<file path="config.mk">
export PLATFORM = sky130hd
export DESIGN_NAME = fetch_unit
export DESIGN_NICKNAME = d
export VERILOG_FILES = /design/src/rtl/fetch_pkg.sv /design/src/rtl/fetch_unit.sv
export SDC_FILE = /design/constraint.sdc
export NUM_CORES = 1
export LEC_CHECK = 0
export CORE_ASPECT_RATIO = 0.5
export CORE_MARGIN = 5
export CORE_UTILIZATION = 52
export CTS_CLUSTER_SIZE = 30
export DETAILED_ROUTE_END_ITERATION = 8
export PLACE_DENSITY = 0.86
export SLEW_MARGIN = 15
export SYNTH_ARGS = -nofsm -noshare
export SYNTH_HDL_FRONTEND = slang
export SYNTH_SLANG_ARGS = --single-unit
</file>
<file path="constraint.sdc">
create_clock -name clk -period 5.3 [get_ports clk]
set_input_delay 1.325 -clock clk [delete_from_list [all_inputs] [get_ports clk]]
set_output_delay 1.325 -clock clk [all_outputs]
set_load 0.03 [all_outputs]
</file>
<file path="src/rtl/fetch_pkg.sv">
// Shared types and constants for the instruction-fetch stage.
package fetch_pkg;

  typedef enum logic [1:0] {
    FETCH,
    HOLD,
    DISCARD
  } fetch_state_t;

  localparam logic [31:0] NOP_INSTR = 32'h0000_0013;
  localparam int unsigned PC_INC    = 4;

endpackage

</file>
<file path="src/rtl/fetch_unit.sv">
// PC register and single-outstanding instruction fetch with one-entry decode buffer.
// Redirects (je) kill wrong-path work; a redirect during an outstanding read waits in DISCARD.
module fetch_unit
  import fetch_pkg::*;
#(
  parameter int unsigned      XLEN         = 32,
  parameter logic [XLEN-1:0]  RESET_VECTOR = '0
) (
  input  logic            clk,
  input  logic            reset_n,
  input  logic            je,
  input  logic [XLEN-1:0] je_target,
  output logic            imem_req,
  output logic [XLEN-1:0] imem_addr,
  input  logic            imem_ack,
  input  logic [31:0]     imem_rdata,
  output logic            instr_valid,
  input  logic            instr_ready,
  output logic [31:0]     instr,
  output logic [XLEN-1:0] instr_pc
);

  fetch_state_t    state_q, state_d;
  logic [XLEN-1:0] pc_q, pc_d;
  logic [XLEN-1:0] redir_pc_q, redir_pc_d;
  logic [XLEN-1:0] instr_pc_q, instr_pc_d;
  logic [31:0]     instr_q, instr_d;
  logic            instr_valid_q, instr_valid_d;
  logic [XLEN-1:0] target_aligned;

  assign target_aligned = {je_target[XLEN-1:2], 2'b00};

  always_comb begin
    state_d       = state_q;
    pc_d          = pc_q;
    redir_pc_d    = redir_pc_q;
    instr_pc_d    = instr_pc_q;
    instr_d       = instr_q;
    instr_valid_d = instr_valid_q;
    unique case (state_q)
      FETCH: begin
        if (je && imem_ack) begin
          pc_d = target_aligned;
        end else if (je) begin
          redir_pc_d = target_aligned;
          state_d    = DISCARD;
        end else if (imem_ack) begin
          instr_d       = imem_rdata;
          instr_pc_d    = pc_q;
          pc_d          = pc_q + XLEN'(PC_INC);
          instr_valid_d = 1'b1;
          state_d       = HOLD;
        end
      end
      HOLD: begin
        if (je) begin
          instr_valid_d = 1'b0;
          pc_d          = target_aligned;
          state_d       = FETCH;
        end else if (instr_ready) begin
          instr_valid_d = 1'b0;
          state_d       = FETCH;
        end
      end
      DISCARD: begin
        // The stale read must complete before refetching; the newest redirect wins.
        if (imem_ack) begin
          pc_d    = je ? target_aligned : redir_pc_q;
          state_d = FETCH;
        end else if (je) begin
          redir_pc_d = target_aligned;
        end
      end
      default: state_d = FETCH;
    endcase
  end

  always_ff @(posedge clk) begin
    if (!reset_n) begin
      state_q       <= FETCH;
      pc_q          <= RESET_VECTOR;
      redir_pc_q    <= '0;
      instr_pc_q    <= '0;
      instr_q       <= NOP_INSTR;
      instr_valid_q <= 1'b0;
    end else begin
      state_q       <= state_d;
      pc_q          <= pc_d;
      redir_pc_q    <= redir_pc_d;
      instr_pc_q    <= instr_pc_d;
      instr_q       <= instr_d;
      instr_valid_q <= instr_valid_d;
    end
  end

  assign imem_req    = reset_n && (state_q == FETCH || state_q == DISCARD);
  assign imem_addr   = pc_q;
  assign instr_valid = instr_valid_q;
  assign instr       = instr_q;
  assign instr_pc    = instr_pc_q;

  ack_only_when_requested: assert property (
    @(posedge clk) disable iff (!reset_n) imem_ack |-> (state_q != HOLD)
  );

endmodule

</file>
==> metrics.yaml <==
power_and_ir_drop:
  vdd_drop_max_v: 0.000257
  power_switching_mw: 0.846
  power_frac_comb_pct: 18.7
  clkPwrFrac_pct: 43.1
  p_per_area_mw_per_mm2: 362
  p_leak_nw: 2.86
  p_seq_share_pct: 38.2
  internal_power_mw: 2.10
  p_sw_share_pct: 28.7
clocking:
  cts_root_buf: "clkbuf_16"
  cts_setup_buffers: 0
  cts-resized-gates: 0
  cts_inserted_buffers: 17
  cts_hold_buf: 0
  tritoncts: "done"
  cts_sinks: 131
  h-tree-depth: 4
  cts_buffer_depth: 2
  clkTransAtPathRegs_ns: 0.06
  clk_latency_ns: 0.42
detailed_routing:
  drc: 0
  drt-total-wl_mm: 18.4
  firstDrtPassIters: 5
  met3_length_mm: 1.53
  wl_met1_mm: 8.14
  topRoutingLayerUsed: "met4"
  antenna_left: 0
  wl_met2_mm: 8.42
  viasPerCell: 5.87
  drt_iter0_markers: 777
  wl_per_cell_um: 17.6
  num_vias: 6160
timing:
  slew_headroom_pct: 25.8
  fin_crit_sh_pct: 72.8
  slew_viol_final: 0
  min_period_ns: 3.86
  worst_pin_slew_ns: 1.11
  clock_skew_ns: 0.00753
  setup-tns-final_ns: 0
  rsz0062_at_grt: "false"
  finalHoldWorstSlack_ns: 0.452
  setup_violations: 0
  fmax_ghz: 0.259
  hold_viol: 0
grt:
  grt_max_degree: 104
  grt_pass1_vias: 5748
  grt_usage_pct: 26.4
  grt_first_pass_wirelength_mm: 29.5
  antenna_found_initial: 0
  gr-total-overflow: 0
worst_setup_path:
  path_class: "in2out"
  cp-start-kind: "input port"
  slowest_stage: "clkdlybuf4s50_1"
  crit_top_cell: "buf_4"
  crit_chain: "clkdlybuf4s50_1, buf_4, clkinv_2, nor2_1, buf_4"
  crit_arrival_ns: 2.53
  cp-end-kind: "primary output"
  slowest_delay_ns: 0.46
  crit_fanout: 33
  crit_required_ns: 3.97
floorplanning:
  core_mm2: 0.0110
  io_pins: 167
  die_x_um: 160
  start_util_pct: 53.1
  dieArea_mm2: 0.0136
  core.rowCount: 27
  die_y_um: 85.0
synthesis:
  ys_warn_count: 0
  ys_seq_area_share_pct: 44.8
  synth_area_mm2: 0.00585
  syn_nets: 839
  synth_area_leaders: "dfxtp_1, nand2_1, a21oi_1, clkbuf_1, o21ai_0"
  yosys-top-cells-count: "nand2_1, dfxtp_1, a21oi_1"
  yosys_most_used_dff: "dfxtp_1"
  ys_ff_latch: 131
  synth_top_area_cell: "dfxtp_1"
  syn_inst: 765
  synth_edf_count: 0
  avgSynthCellArea_um2: 7.65
  synthArstFlopShare_pct: 0
  synth_top_area_share_pct: 44.8
  ys_types: 58
  yosysMostFrequentCell: "nand2_1"
final_layout:
  fin_cells: 1050
  drive_above_1_share_pct: 5.64
  stdcell_area_mm2: 0.00813
  nNetsFinal: 968
  syn_to_final_growth_pct: 38.9
  antenna_cells: 0
run_status:
  status: "finished clean"
placement:
  hpwlAfterDp_mm: 12.0
  dpl-instance-area_mm2: 0.00751
  dpl.cell_count: 1020
  gp_congestion: 0.862
  port_buffers: 164
flow_run:
  cap_viol_max_count: 0
min_path:
  min_path_type: "reg2reg"
## per-layer routing
layer | vias up | track usage, %
li1 | 2938 | -
met1 | 2876 | 35.4
met2 | 308 | 43.0
met3 | 38 | 5.19
met4 | 0 | 8.82
met5 | - | 0
## flip-flops by register name (all words and copies together), names as in the netlist
register	flops
imem_addr	32
instr	32
instr_pc	32
redir_pc_q	32
state_q	2
instr_valid	1
## critical path: cells and delay by family
| kind | cells | cell delay [ns] |
|---|---|---|
| buffers and inverters | 4 | 1.09 |
| and+or+nand+nor | 1 | 0.11 |
## power by group through the flow
stage          Sequential, mW  Clock, mW  Combinational, mW
3_3_place_gp             1.14          0              0.531
5_1_grt                  1.13       1.33              0.589
6_report                 1.12       1.27              0.550
3_5_place_dp             1.14          0              0.541
2_1_floorplan            1.21          0              0.239
4_1_cts                  1.12       1.27              0.546
## layout by cell type, fill, tap and decap left out, drive strengths merged, types with 4 or more instances in the layout
master / count
a31oi: 7
clkbuf: 19
a21o: 4
dfxtp: 131
a22oi: 7
a211oi: 8
o21ai: 30
inv: 9
nand2: 221
nor2: 33
a221oi: 12
nor4: 7
a22o: 5
nor3: 7
clkinv: 6
nand3: 12
a21oi: 110
or3: 5
clkdlybuf4s50: 163
ha: 5
a221o: 6
and3: 8
nand4: 9
buf: 10
o22ai: 7
bufinv: 5
## through the flow
step           setup WS [ns]  utilization, %  total power [mW]
4_1_cts                 1.46            73.8              2.94
2_1_floorplan           1.97               -              1.45
5_1_grt                 1.36            73.8              3.05
3_5_place_dp            1.46            68.2              1.68
3_3_place_gp            1.47            68.2              1.67
6_report                1.44            73.8              2.94
## layout make-up
| cell class | instances | area [µm²] |
|---|---|---|
| multi-input combinational | 561 | 2960 |
| clock inverter | 11 | 186 |
| tap | 145 | 181 |
| clock buffer | 19 | 433 |
| fill | 826 | 2880 |
| sequential | 131 | 2620 |
| inverter | 10 | 38.8 |
| timing repair buffer | 173 | 1710 |
## cells by family (layout without fill, tap and decap cells)
kind of cell    Yosys count  count (layout)  synth area share, %
compound gates          225             225                 23.8
xor+xnor                  5               5                0.748
fa+ha+maj                 5               5                 1.07
buf+inv                  73             213                 4.81
flops                   131             131                 44.8
mux                       4               4                0.706
simple gates            322             322                 24.0
## path summary, 6_finish.rpt
path	cells past startpoint	slack [ns]	startpoint	endpoint
worst min register to register	2	0.45	instr_pc[5]	instr_pc[5]
worst max register to register	7	2.42	state_q[0]	imem_addr[24]
worst min-delay path	2	0.45	instr_pc[5]	instr_pc[5]
worst max-delay path	5	1.44	reset_n	imem_req
No activity file was read; power rests on OpenSTA's default activity.
